### config.mk
export PLATFORM = sky130hd
export DESIGN_NAME = elastic_pipe
export DESIGN_NICKNAME = d
export VERILOG_FILES = /design/src/rtl/elastic_pipe_pkg.sv /design/src/rtl/elastic_stage.sv /design/src/rtl/elastic_pipe.sv
export SDC_FILE = /design/constraint.sdc
export NUM_CORES = 1
export LEC_CHECK = 0
export CORE_MARGIN = 2
export CORE_UTILIZATION = 47
export CTS_BUF_LIST = sky130_fd_sc_hd__clkbuf_4 sky130_fd_sc_hd__clkbuf_8
export CTS_CLUSTER_DIAMETER = 80
export DETAILED_ROUTE_END_ITERATION = 7
export GPL_ROUTABILITY_DRIVEN = 0
export PLACE_DENSITY_LB_ADDON = 0.25
export SLEW_MARGIN = 0
export SYNTH_ARGS = -nofsm -noshare
export SYNTH_HDL_FRONTEND = slang
export SYNTH_SLANG_ARGS = --single-unit
### constraint.sdc
create_clock -name clk -period 5.05 [get_ports clk]
set_clock_uncertainty 0.15 [all_clocks]
set_input_delay 0.7575 -clock clk [delete_from_list [all_inputs] [get_ports clk]]
set_output_delay 0.7575 -clock clk [all_outputs]
set_load 0.005 [all_outputs]
### src/rtl/elastic_pipe_pkg.sv
// elastic_pipe_pkg
//   Shared definitions for the elastic pipeline family.
//   - DEFAULT_WIDTH / DEFAULT_STAGES : defaults for the medium datapath family
//   - clog2()                        : ceiling log2, used to size the
//                                      occupancy counter
package elastic_pipe_pkg;

  localparam int DEFAULT_WIDTH  = 8;
  localparam int DEFAULT_STAGES = 2;

  // Ceiling log2 for n >= 1. Returns 0 for n == 1.
  function automatic int clog2(input int n);
    int result;
    int value;
    result = 0;
    value  = n - 1;
    while (value > 0) begin
      result = result + 1;
      value  = value >> 1;
    end
    return result;
  endfunction

endpackage

### src/rtl/elastic_stage.sv
// elastic_stage
//   One valid/data register of the elastic pipeline.
//   Ports:
//     clk      : rising-edge clock
//     reset    : asynchronous active-low reset (valid -> 0, data -> RESET_VAL)
//     flush    : synchronous clear of the valid bit (data holds)
//     load     : stage accepts the incoming valid/data this cycle
//     in_valid : valid bit of the upstream source
//     in_data  : data word of the upstream source
//     valid    : registered valid bit
//     data     : registered data word
module elastic_stage #(
  parameter int               WIDTH     = 8,
  parameter logic [WIDTH-1:0] RESET_VAL = '0
) (
  input  logic             clk,
  input  logic             reset,
  input  logic             flush,
  input  logic             load,
  input  logic             in_valid,
  input  logic [WIDTH-1:0] in_data,
  output logic             valid,
  output logic [WIDTH-1:0] data
);

  logic             valid_reg;
  logic [WIDTH-1:0] data_reg;

  always_ff @(posedge clk or negedge reset) begin
    if (!reset) begin
      valid_reg <= 1'b0;
      data_reg  <= RESET_VAL;
    end else if (flush) begin
      valid_reg <= 1'b0;
    end else if (load) begin
      valid_reg <= in_valid;
      // Bubbles leave the data register untouched to limit toggling.
      if (in_valid) begin
        data_reg <= in_data;
      end
    end
  end

  assign valid = valid_reg;
  assign data  = data_reg;

endmodule

### src/rtl/elastic_pipe.sv
// elastic_pipe
//   WIDTH-bit, STAGES-deep elastic pipeline with per-stage valid/ready
//   handshake, bubble collapsing, synchronous flush and occupancy count.
//   Ports:
//     clk       : rising-edge clock
//     reset     : asynchronous active-low reset
//     flush     : synchronous clear of all valid bits and the occupancy count
//     in_valid  : producer has a word on in_data
//     in_data   : producer word
//     in_ready  : pipeline accepts in_data this cycle
//     out_valid : last stage holds a word (straight from a register)
//     out_data  : last-stage word (straight from a register)
//     out_ready : consumer accepts out_data this cycle
//     occupancy : number of valid stages, 0..STAGES
module elastic_pipe
  import elastic_pipe_pkg::*;
#(
  parameter int               WIDTH     = DEFAULT_WIDTH,
  parameter int               STAGES    = DEFAULT_STAGES,
  parameter logic [WIDTH-1:0] RESET_VAL = '0,
  localparam int              OCC_W     = clog2(STAGES + 1)
) (
  input  logic             clk,
  input  logic             reset,
  input  logic             flush,
  input  logic             in_valid,
  input  logic [WIDTH-1:0] in_data,
  output logic             in_ready,
  output logic             out_valid,
  output logic [WIDTH-1:0] out_data,
  input  logic             out_ready,
  output logic [OCC_W-1:0] occupancy
);

  logic [STAGES-1:0] v;
  logic [WIDTH-1:0]  d [STAGES];
  logic [STAGES:0]   r;
  logic              in_hs;
  logic              out_hs;
  logic [OCC_W-1:0]  occ_reg;

  // Ready chain: a stage can load when it is empty or its contents move on.
  // An empty stage therefore accepts even while everything downstream stalls,
  // which is what collapses bubbles.
  always_comb begin
    r         = '0;
    r[STAGES] = out_ready;
    for (int i = STAGES - 1; i >= 0; i--) begin
      r[i] = !v[i] || r[i+1];
    end
  end

  genvar gi;
  generate
    for (gi = 0; gi < STAGES; gi++) begin : g_stage
      logic             src_valid;
      logic [WIDTH-1:0] src_data;

      if (gi == 0) begin : g_src_in
        assign src_valid = in_valid;
        assign src_data  = in_data;
      end else begin : g_src_prev
        assign src_valid = v[gi-1];
        assign src_data  = d[gi-1];
      end

      elastic_stage #(
        .WIDTH     (WIDTH),
        .RESET_VAL (RESET_VAL)
      ) u_stage (
        .clk      (clk),
        .reset    (reset),
        .flush    (flush),
        .load     (r[gi]),
        .in_valid (src_valid),
        .in_data  (src_data),
        .valid    (v[gi]),
        .data     (d[gi])
      );
    end
  endgenerate

  assign in_ready  = r[0] && !flush;
  assign out_valid = v[STAGES-1];
  assign out_data  = d[STAGES-1];

  assign in_hs  = in_valid && in_ready;
  assign out_hs = out_valid && out_ready;

  // Occupancy tracks handshakes rather than recounting valid bits, so it
  // stays a plain registered up/down counter.
  always_ff @(posedge clk or negedge reset) begin
    if (!reset) begin
      occ_reg <= '0;
    end else if (flush) begin
      occ_reg <= '0;
    end else if (in_hs && !out_hs) begin
      occ_reg <= occ_reg + OCC_W'(1);
    end else if (out_hs && !in_hs) begin
      occ_reg <= occ_reg - OCC_W'(1);
    end
  end

  assign occupancy = occ_reg;

endmodule

# ---- Word-level counts from Yosys, hierarchy flattened
# Cells that the tools add are included.
dict set report totals {
  elab_cells 32
  inputBits 13
  reg_bits 20
}
dict set report classes {
  n_mux 7
  addsub 2
  reduce_logical 17
  bitwise 1
}
# cell count
set ops {}
lappend ops {{two-way mux 2 bit} 3}
lappend ops {{AND reduction 3 bit} 2}
lappend ops {{logical AND 1 bit} 5}
lappend ops {{logical NOT 1 bit} 5}
lappend ops {{two-way mux 1 bit} 4}
lappend ops {{nonzero test 2 bit} 2}
lappend ops {{nonzero test 3 bit} 1}
lappend ops {{adder 2 x 1 -> 2 bit, second input constant} 1}
lappend ops {{logical OR 1 bit} 2}
lappend ops {{subtractor 2 x 1 -> 2 bit, second input constant} 1}
lappend ops {{inverter 1 bit} 1}

# ---- Depth between registers and ports, before layout
dict set report logic_depth {
  ltp_word 10
  mapped_depth 4
  depth_no_buf 3
}

# ---- Cells and area by module
# From an unflattened synthesis, not the netlist that was laid out.
dict set report unflattened {
  cells_unflattened 56
  hier_area_um2 852.1
}
# mod n_inst seq_area_each_um2 cells_per_inst area_each_um2
set modules_own_cells {}
lappend modules_own_cells {elastic_stage 2 225.2 20 349.1}
lappend modules_own_cells {elastic_pipe 1 50.0 16 153.9}

# ---- Least setup slack after synthesis
# No wires, ideal clock.
dict set report synth_timing {
  path_type {input to register}
  from {input port out_ready}
  to {register g_stage[0].u_stage.data_reg[0]}
  stages 4
  t_arrival_ns 1.722
  required_ns 4.775
  n_path_buf 1
  setup_slack_ns 3.052
  cell_sequence {and3b_1 > or3b_1 > buf_6 > mux2_4}
}
dict set report synth_between {
  elab_chain_cells 3
}
# item line
set synth_lines {}
lappend synth_lines {{start: declaration} elastic_pipe.sv:31} ;# input logic out_ready,
lappend synth_lines {{logical OR 1 bit (2 in series)} elastic_pipe.sv:49} ;# r[i] = !v[i] || r[i+1];
lappend synth_lines {{AND reduction 3 bit (no line)} n/a}
lappend synth_lines {{end signal: assignment} elastic_stage.sv:39} ;# data_reg <= in_data;
lappend synth_lines {{end: declaration} elastic_stage.sv:27} ;# logic [WIDTH-1:0] data_reg;
# No other way between the ends.
# A chain may end at the register's enable or synchronous reset.

# ---- Worst setup path in the final report
dict set report layout_timing {
  from {input port out_ready}
  to {output port in_ready}
}
dict set report layout_between {
  elab_chain_cells 3
}
# item line
set layout_lines {}
lappend layout_lines {{logical OR 1 bit (2 in series)} elastic_pipe.sv:49}
lappend layout_lines {{logical AND 1 bit} elastic_pipe.sv:83} ;# assign in_ready = r[0] && !flush;
lappend layout_lines {{end: declaration} elastic_pipe.sv:28} ;# output logic in_ready,
# No other way between the ends.

==> results_dict.tcl <==
set metrics [dict create \
    leakagePower_uw 0.0005257 \
    detail_route.wl_per_cell_um 12.72 \
    endpoint_kind "output port" \
    via_per_inst 4.752 \
    slew_headroom_pct 42.48 \
    ys_top_cells_by_area "dfrtp_1 57%, mux2_4 14%, mux2_2 13%" \
    nets 98 \
    ctsRootBufferMaster "clkbuf_4" \
    cts_hold_buf 0 \
    drv_slew 0 \
    rows 15 \
    grt_pass1_vias 481 \
    die_y_um 47.14 \
    start_util_pct 50.11 \
    cts_resized 0 \
    grt_setup_unrepaired "false" \
    grt_max_degree 21 \
    cap_violations 0 \
    die_area_mm2 0.002222 \
    netlist.area_leader.share_pct 57.22 \
    cts_max_level 1 \
    grt_util_all_layers_pct 14.45 \
    period_share_pct 59.19 \
    power_density_mw_per_mm2 373.1 \
    hold_slack_ns 0.3660 \
    regToRegStartpoint "g_stage[1].u_stage.valid$_DFFE_PN0P_" \
    numCtsBuffers 3 \
    drt_iter0_markers 4 \
    r2r_cells 3 \
    drive_gt1_share_pct 30.95 \
    synth_seq_area_share_pct 57.22 \
    die_x_um 47.14 \
    core_area_mm2 0.001745 \
    r2r-end "g_stage[0].u_stage.data[3]$_DFFE_PN0P_" \
    clock-sinks 20 \
    drtAntennaViolNets 0 \
    portBuffers 24 \
    cts_tree "yes" \
    ys_types 16 \
    drt_wl_total_um 1386 \
    clk_pin_slew_ns 0.12 \
    antenna_found_initial 0 \
    area_delta_synth_final_pct 34.91 \
    grt_pass1_wl_um 2166 \
    required_ns 4.14 \
    peakVddDrop_mv 0.2757 \
    r2r_slack_ns 3.17 \
    yosysTopAreaCell "dfrtp_1" \
    drcViolationCount 0 \
    worstPathArrival_ns 2.08 \
    synth_warnings 0 \
    pin_count 25 \
    synthCells 58 \
    cp-start-kind "input port" \
    tns_ns 0 \
    path_max_fanout 5 \
    syn_avg_cell_area_um2 15.08 \
    min_path_cells 1 \
    final-setup-viol-count 0 \
    post_cts_buffers 0 \
    worstMarginPinSlew_ns 0.8602 \
    outcome "finished clean" \
    cp-endpoint "in_ready" \
    drt-pass1-iter-count 2 \
    grt_overflow 0 \
    synth_seq_cells 20 \
    largest_reg_flops 16 \
    mappedNetlistNets 71 \
    crit_start "out_ready" \
    clk_latency_ns 0.29 \
    vias 518 \
    n_antenna_cell 0 \
    hold_viol_final 0 \
    critical_path_class "input port to output port" \
    finalCriticalPeriod_ns 2.989 \
    holdCritPathClass "flop to flop" \
    netlist_area_um2 874.6 \
    clockBufferDepth 2 \
    timing.fmax_mhz 334.6 \
]
[critical path, cell delays in order]
cell and delay (ns):
clkdlybuf4s50_1 0.51, and3b_1 0.21, nor2_1 0.09, clkdlybuf4s50_1 0.51
[area by class of cell]
class                           instances  area [µm²]
Timing Repair Buffer                   24       240.2
Clock buffer                            3       22.52
Sequential cell                        20       500.5
Tap cell                               25       31.28
Multi-Input combinational cell         36       355.3
Fill cell                             126       565.5
Clock inverter                          1       30.03
[metrics by stage]
stage	worst slack, ns	instances	instance area [µm²]	utilization (%)	power, µW
2_1_floorplan	3.052	58	874.6	-	255.9
3_3_place_gp	2.082	105	1127	64.59	315.3
3_5_place_dp	2.067	105	1127	64.59	318.2
4_1_cts	2.063	109	1180	67.60	447.7
5_1_grt	1.976	109	1180	67.60	464.1
6_report	2.061	109	1180	67.60	440.3
[per-layer routing]
| metal | wire [µm] | track usage [%] |
|---|---|---|
| met5 | 0 | 0 |
| met4 | 10 | 6.667 |
| met3 | 57 | 3.462 |
| met2 | 672 | 21.37 |
| met1 | 645 | 20.10 |
[synthesized netlist by cell type]
master    number
a21oi_1        1
a31oi_1        1
and2b_2        1
and3b_1        1
and3b_2        1
and4bb_2       1
buf_4          1
buf_6          1
dfrtp_1       20
mux2_2        10
mux2_4         8
nor2_1         7
nor2b_1        2
nor3b_4        1
o21ai_0        1
or3b_1         1
[kinds of logic after synthesis]
kind of cell           Yosys count  synth area share [%]
flip-flops                      20                 57.22
AO/OA/AOI/OAI                    3                 1.859
multiplexers                    18                 26.61
buffers and inverters            2                 2.146
AND/OR/NAND/NOR                 15                 12.16
[cell usage in the layout, fill, tap and decap left out, types with 2 or more instances in the layout]
cell type / count
nor2_1: 7
clkdlybuf4s50_1: 24
nor2b_1: 2
mux2_2: 10
mux2_4: 8
clkbuf_4: 3
dfrtp_1: 20
[how the worst min path moves through the flow]
stage,startpoint,end
floorplan,reset,g_stage[0].u_stage.data[0]$_DFFE_PN0P_
global placement,g_stage[0].u_stage.data[5]$_DFFE_PN0P_,g_stage[0].u_stage.data[5]$_DFFE_PN0P_
detailed placement,g_stage[0].u_stage.data[6]$_DFFE_PN0P_,g_stage[0].u_stage.data[6]$_DFFE_PN0P_
CTS,g_stage[1].u_stage.data[5]$_DFFE_PN0P_,g_stage[1].u_stage.data[5]$_DFFE_PN0P_
global route,g_stage[1].u_stage.data[7]$_DFFE_PN0P_,g_stage[1].u_stage.data[7]$_DFFE_PN0P_
finish,g_stage[1].u_stage.data[5]$_DFFE_PN0P_,g_stage[1].u_stage.data[5]$_DFFE_PN0P_
[where the power goes]
group | switching, µW | internal (µW) | leakage (µW)
logic | 28.2 | 77.6 | 0.000256
clock network | 46.8 | 80.1 | 0.0000279
registers | 16.1 | 191 | 0.000242
No activity file was read; power rests on OpenSTA's default activity.
